===== config.mk =====
export PLATFORM = sky130hd
export DESIGN_NAME = rot_share_arbiter
export DESIGN_NICKNAME = d
export VERILOG_FILES = /design/src/rtl/rot_share_arbiter.sv
export SDC_FILE = /design/constraint.sdc
export NUM_CORES = 1
export LEC_CHECK = 0
export CAP_MARGIN = 40
export CORE_MARGIN = 5
export CORE_UTILIZATION = 25
export DETAILED_ROUTE_END_ITERATION = 16
export GPL_TIMING_DRIVEN = 1
export PLACE_DENSITY = 0.66
export RECOVER_POWER = 25
export SYNTH_ARGS = -nofsm -noshare
export SYNTH_HDL_FRONTEND = slang
export SYNTH_SLANG_ARGS = --single-unit

===== constraint.sdc =====
create_clock -name clk -period 2.2 [get_ports clk]
set_input_delay 0.22 -clock clk [delete_from_list [all_inputs] [get_ports clk]]
set_output_delay 0.22 -clock clk [all_outputs]
set_load 0.01 [all_outputs]

===== src/rtl/rot_share_arbiter.sv =====
// Round-robin front end that shares one pipelined barrel rotator among NUM_REQ requesters.
// Optional ROT_ARB_RIGHT_EN: req_dir=1 turns the rotation into a right rotate by negating the amount.
module rot_share_arbiter #(
    parameter int DATA_WIDTH = 32,
    parameter int NUM_STAGES = 1,
    parameter int NUM_REQ    = 4,
    localparam int SA_WIDTH  = $clog2(DATA_WIDTH),
    localparam int ID_WIDTH  = $clog2(NUM_REQ)
) (
    input  logic                           clk,
    input  logic                           reset_n,
    input  logic [NUM_REQ-1:0]             req_valid,
    output logic [NUM_REQ-1:0]             req_ready,
    input  logic [NUM_REQ*DATA_WIDTH-1:0]  req_data,
    input  logic [NUM_REQ*SA_WIDTH-1:0]    req_shamt,
    input  logic [NUM_REQ-1:0]             req_dir,
    input  logic                           hold,
    output logic [DATA_WIDTH-1:0]          rot_data_in,
    output logic [SA_WIDTH-1:0]            rot_shift_amount,
    input  logic [DATA_WIDTH-1:0]          rot_data_out,
    output logic                           rsp_valid,
    output logic [ID_WIDTH-1:0]            rsp_id,
    output logic [DATA_WIDTH-1:0]          rsp_data,
    output logic                           busy
);

    logic [ID_WIDTH-1:0]   last_reg;
    logic                  issue_valid_reg;
    logic [ID_WIDTH-1:0]   issue_id_reg;
    logic [DATA_WIDTH-1:0] data_reg;
    logic [SA_WIDTH-1:0]   amount_reg;

    logic [NUM_STAGES-1:0] tag_valid_reg;
    logic [ID_WIDTH-1:0]   tag_id_reg [NUM_STAGES];

    logic                  rsp_valid_reg;
    logic [ID_WIDTH-1:0]   rsp_id_reg;
    logic [DATA_WIDTH-1:0] rsp_data_reg;

    logic                  grant_found;
    logic [ID_WIDTH-1:0]   winner;
    logic                  accept;
    logic [DATA_WIDTH-1:0] sel_data;
    logic [SA_WIDTH-1:0]   sel_shamt;
    logic [SA_WIDTH-1:0]   amount_next;

    // Search starts just after the last grant and wraps, so every requester is reached within NUM_REQ grants.
    always_comb begin
        logic [ID_WIDTH:0] cand;
        grant_found = 1'b0;
        winner      = '0;
        cand        = '0;
        for (int k = 1; k <= NUM_REQ; k++) begin
            cand = {1'b0, last_reg} + (ID_WIDTH+1)'(k);
            if (cand >= (ID_WIDTH+1)'(NUM_REQ)) begin
                cand = cand - (ID_WIDTH+1)'(NUM_REQ);
            end
            if (!grant_found && req_valid[cand[ID_WIDTH-1:0]]) begin
                grant_found = 1'b1;
                winner      = cand[ID_WIDTH-1:0];
            end
        end
    end

    assign accept    = grant_found && !hold;
    assign sel_data  = req_data[winner*DATA_WIDTH +: DATA_WIDTH];
    assign sel_shamt = req_shamt[winner*SA_WIDTH +: SA_WIDTH];

`ifdef ROT_ARB_RIGHT_EN
    assign amount_next = req_dir[winner] ? (SA_WIDTH'(0) - sel_shamt) : sel_shamt;
`else
    logic unused_dir;
    assign unused_dir  = ^req_dir;
    assign amount_next = sel_shamt;
`endif

    genvar gi;
    generate
        for (gi = 0; gi < NUM_REQ; gi++) begin : g_ready
            assign req_ready[gi] = accept && (winner == ID_WIDTH'(gi));
        end
    endgenerate

    // Operand registers only load on accept so the rotator inputs stay quiet when idle.
    always_ff @(posedge clk or negedge reset_n) begin
        if (!reset_n) begin
            last_reg        <= ID_WIDTH'(NUM_REQ-1);
            issue_valid_reg <= 1'b0;
            issue_id_reg    <= '0;
            data_reg        <= '0;
            amount_reg      <= '0;
        end else begin
            issue_valid_reg <= accept;
            if (accept) begin
                last_reg     <= winner;
                issue_id_reg <= winner;
                data_reg     <= sel_data;
                amount_reg   <= amount_next;
            end
        end
    end

    always_ff @(posedge clk or negedge reset_n) begin
        if (!reset_n) begin
            tag_valid_reg <= '0;
            for (int s = 0; s < NUM_STAGES; s++) begin
                tag_id_reg[s] <= '0;
            end
        end else begin
            tag_valid_reg[0] <= issue_valid_reg;
            tag_id_reg[0]    <= issue_id_reg;
            for (int s = 1; s < NUM_STAGES; s++) begin
                tag_valid_reg[s] <= tag_valid_reg[s-1];
                tag_id_reg[s]    <= tag_id_reg[s-1];
            end
        end
    end

    always_ff @(posedge clk or negedge reset_n) begin
        if (!reset_n) begin
            rsp_valid_reg <= 1'b0;
            rsp_id_reg    <= '0;
            rsp_data_reg  <= '0;
        end else begin
            rsp_valid_reg <= tag_valid_reg[NUM_STAGES-1];
            if (tag_valid_reg[NUM_STAGES-1]) begin
                rsp_id_reg   <= tag_id_reg[NUM_STAGES-1];
                rsp_data_reg <= rot_data_out;
            end
        end
    end

    assign rot_data_in      = data_reg;
    assign rot_shift_amount = amount_reg;
    assign rsp_valid        = rsp_valid_reg;
    assign rsp_id           = rsp_id_reg;
    assign rsp_data         = rsp_data_reg;
    assign busy             = issue_valid_reg || (|tag_valid_reg) || rsp_valid_reg;

endmodule


==> qor.csv <==
stage,metric,value,unit
flow_run,max_cap viols,0,
layout,FILL cells,1504,
layout,"Area growth, synth to finish",87.0,%
sta,Setup-failing EPs final,20,
grt,largest net degree at the start of global routing,41,
routing,DR iter-0 viols,168,
outcome,outcome,"finished, violations left",
layout,share of layout cells above drive strength 1,18.2,%
layout,Final Net Count,833,
place,IO Port Bufs,263,
synth,"Net Count, Synth",560,
critical_path,critical path type,flop to flop,
min_path,hold path depth,0,
sta,Hold WS,0.376,ns
floorplanning,core area,16300,µm²
grt,GRT overflow,0,
critical_path,CP endpoint kind,flop,
layout,"non-filler cells, final",867,
synth,Syn Inst Count,369,
pwr,Pleak,0.00312,µW
synth,#FFs+latches synth,80,
layout,Antenna diodes,0,
critical_path,reg2reg setup slack,-0.03,ns
min_path,Hold Crit Start,issue_id_reg[1],
routing,Via Count,4179,
sta,Max-Slew Margin vs Limit,41.9,%
critical_path,Reg2Reg Depth,8,
place,placed cells,841,
clock_network,largest buffer count on any clock path,2,
sta,final worst slack,-0.0341,ns
grt,met2 usage,25.0,%
place,Detail Placement HPWL,11200,µm
routing,DRC,0,
floorplanning,Top Ports,268,
synth,synth unique cells,32,
floorplanning,Initial Utilization,25.2,%
clock_network,CTS H-tree lvls,3,
clock_network,CTS buffer count,9,
sta,max-slew violations,0,
sta,Tcrit/Tclk final,102,%
place,DP Worst Slack,-0.235,ns
layout,"Design Area, Final",7710,µm²
sta,Worst Clk Skew,0.00420,ns
clock_network,TritonCTS clock tree,yes,
routing,DRT Pass-1 Iters,4,
critical_path,worst path arrival time,2.45,ns
sta,fmax,448,MHz
synth,post-synthesis cell area,4120,µm²
place,Post-DP Area,7170,µm²
sta,Period minus WS final,2.23,ns
synth,synth warn,0,
clock_network,Skew-Pair Late Insertion Delay,0.33,ns
grt,M3 GR Usage,5.11,%
sta,setup_tns,-0.327,ns
routing,WL/cell,18.3,µm
floorplanning,die area,19100,µm²
pwr,Power Density,763,nW/µm²
synth,Mapped Avg Cell Area,11.2,µm²
place,gpl congestion,0.842,
grt,initial antenna violation count,0,
floorplanning,# rows,47,
critical_path,reg-to-reg startpoint,last_reg[1],
sta,final hold vios,0,
synth,ys async rst share,100,%
critical_path,WP data required,2.42,ns
floorplanning,Chip Width,138,µm
synth,Synth Flop Type,dfrtp_1,
routing,DR vias/cell,4.82,
routing,Detail Route Antenna Nets,0,
synth,register area share after synthesis,48.6,%
outcome,failing checks,negative setup slack,
min_path,worst hold endpoint,tag_id_reg[1],
sta,Worst-Margin Slew,0.872,ns
critical_path,crit path max fanout,11,
synth,number of synthesized flops with an enable pin,0,
clock_network,"CTS clk-pin slew, worst paths",0.06,ns
clock_network,CTS sink cnt,80,
grt,GR Util All Layers,15.3,%
routing,drt total wl,15800,µm
critical_path,Startpoint Class,flop,
sta,RSZ-0062 raised after global routing,yes,
floorplanning,die height,138,µm
min_path,Worst Hold Class,flop to flop,
critical_path,Crit Reg-Reg Endpoint,rot_data_in[22],
pwr,Peak supply drop,365,µV
clock_network,root buffer cell,clkbuf_16,
grt,first-pass GRT wire length,23600,µm
grt,grt met1 use,18.6,%
grt,global routing's busiest layer,met2,
grt,vias in the first global route,4369,
==> logic make-up (layout without fill, tap and decap cells) <==
logic type / Yosys count / after routing / share of synthesized area (%)
flip-flops: 80 / 80 / 48.6
multiplexers: 72 / 72 / 20.3
buffers and inverters: 36 / 314 / 3.80
AND/OR/NAND/NOR: 59 / 59 / 7.02
AO/OA/AOI/OAI: 122 / 122 / 20.3
==> per-layer routing <==
metal / share of wire (%) / routed length [µm]
met5: 0 / 0
met4: 2.5 / 399
met3: 9.1 / 1450
met2: 48 / 7670
met1: 40 / 6320
==> critical path, stage by stage, from the launching register on <==
cell,delay [ns]
dfstp_2,0.58
buf_6,0.16
a21boi_4,0.06
o21ba_4,0.23
nor2_4,0.14
buf_4,0.15
buf_12,0.14
mux2_1,0.33
a221o_1,0.33
==> synthesized netlist by cell type, types with 2 or more instances <==
library cell | n | area (µm²)
mux2_1 | 26 | 293
nand3_1 | 37 | 185
o21ai_0 | 35 | 175
dfrtp_1 | 78 | 1950
a21oi_1 | 38 | 190
nand2_1 | 7 | 26.3
nand2b_1 | 3 | 18.8
mux2_4 | 7 | 105
a221o_1 | 37 | 370
o21ai_1 | 3 | 15.0
nor2_1 | 7 | 26.3
buf_2 | 2 | 10.0
a21o_1 | 2 | 15.0
buf_6 | 2 | 22.5
clkbuf_1 | 30 | 113
dfstp_2 | 2 | 52.6
mux2_2 | 38 | 428
==> report_power, final <==
group / internal, µW / switching [µW]
Clock: 1030 / 581
Sequential: 1770 / 169
Combinational: 1400 / 943
Total: 4190 / 1690
==> worst max-delay path by stage <==
stage,startpoint,endpoint,slack [ns],cells after the start
final,last_reg[1],rot_data_in[22],-0.03,8
after global routing,last_reg[1],rot_data_in[22],-0.09,8
after CTS,last_reg[1],rot_data_in[13],-0.03,7
after detailed placement,req_valid[0],rot_data_in[13],-0.23,7
after global placement,req_valid[0],rot_data_in[21],-0.17,7
after floorplan,last_reg[1],rot_data_in[23],0.02,8
==> layout make-up <==
cell class	count	area, µm²	share of cell area (%)
repair buffers	297	3000	38.9
multi-input cells	253	2100	27.3
flip-flops and latches	80	2000	26.0
well taps	220	275	3.57
clock buffers	12	246	3.20
clock inverters	4	77.6	1.01
inverters	1	3.75	0.0487
==> metrics by stage <==
stage / utilization (%) / total power [µW]
6_report: 47.1 / 5880
3_3_place_gp: 43.7 / 4060
2_1_floorplan: - / 2850
5_1_grt: 47.1 / 6190
3_5_place_dp: 43.8 / 4110
4_1_cts: 46.1 / 5800
==> layout by cell type (no fill, tap or decap), types with 2 or more instances in the layout <==
cell             count
buf_4               19
buf_12               5
o21ai_1              4
clkbuf_16           11
nand2_1              6
dfrtp_1             78
a21o_1               2
clkinv_4             2
clkdlybuf4s50_1    258
mux2_1              17
a21oi_1             38
a221o_1             37
nor2_4               2
nand3_1             37
clkbuf_2             5
mux2_4              18
mux2_2              36
o21ai_0             34
dfstp_2              2
nand2b_1             3
clkbuf_1             2
nor2_1               4
buf_6                4
bufinv_16            2
==> repair_timing <==
item                                    CTS  global route
hold endpoints to repair                 30             0
hold buffers                              1             0
endpoints found under the setup margin   10            39
pin swaps                                 0            12
gates cloned                              0             3
gates resized for setup                  13            27
buffers inserted                          0             6
(Power assumes the default switching activity.)
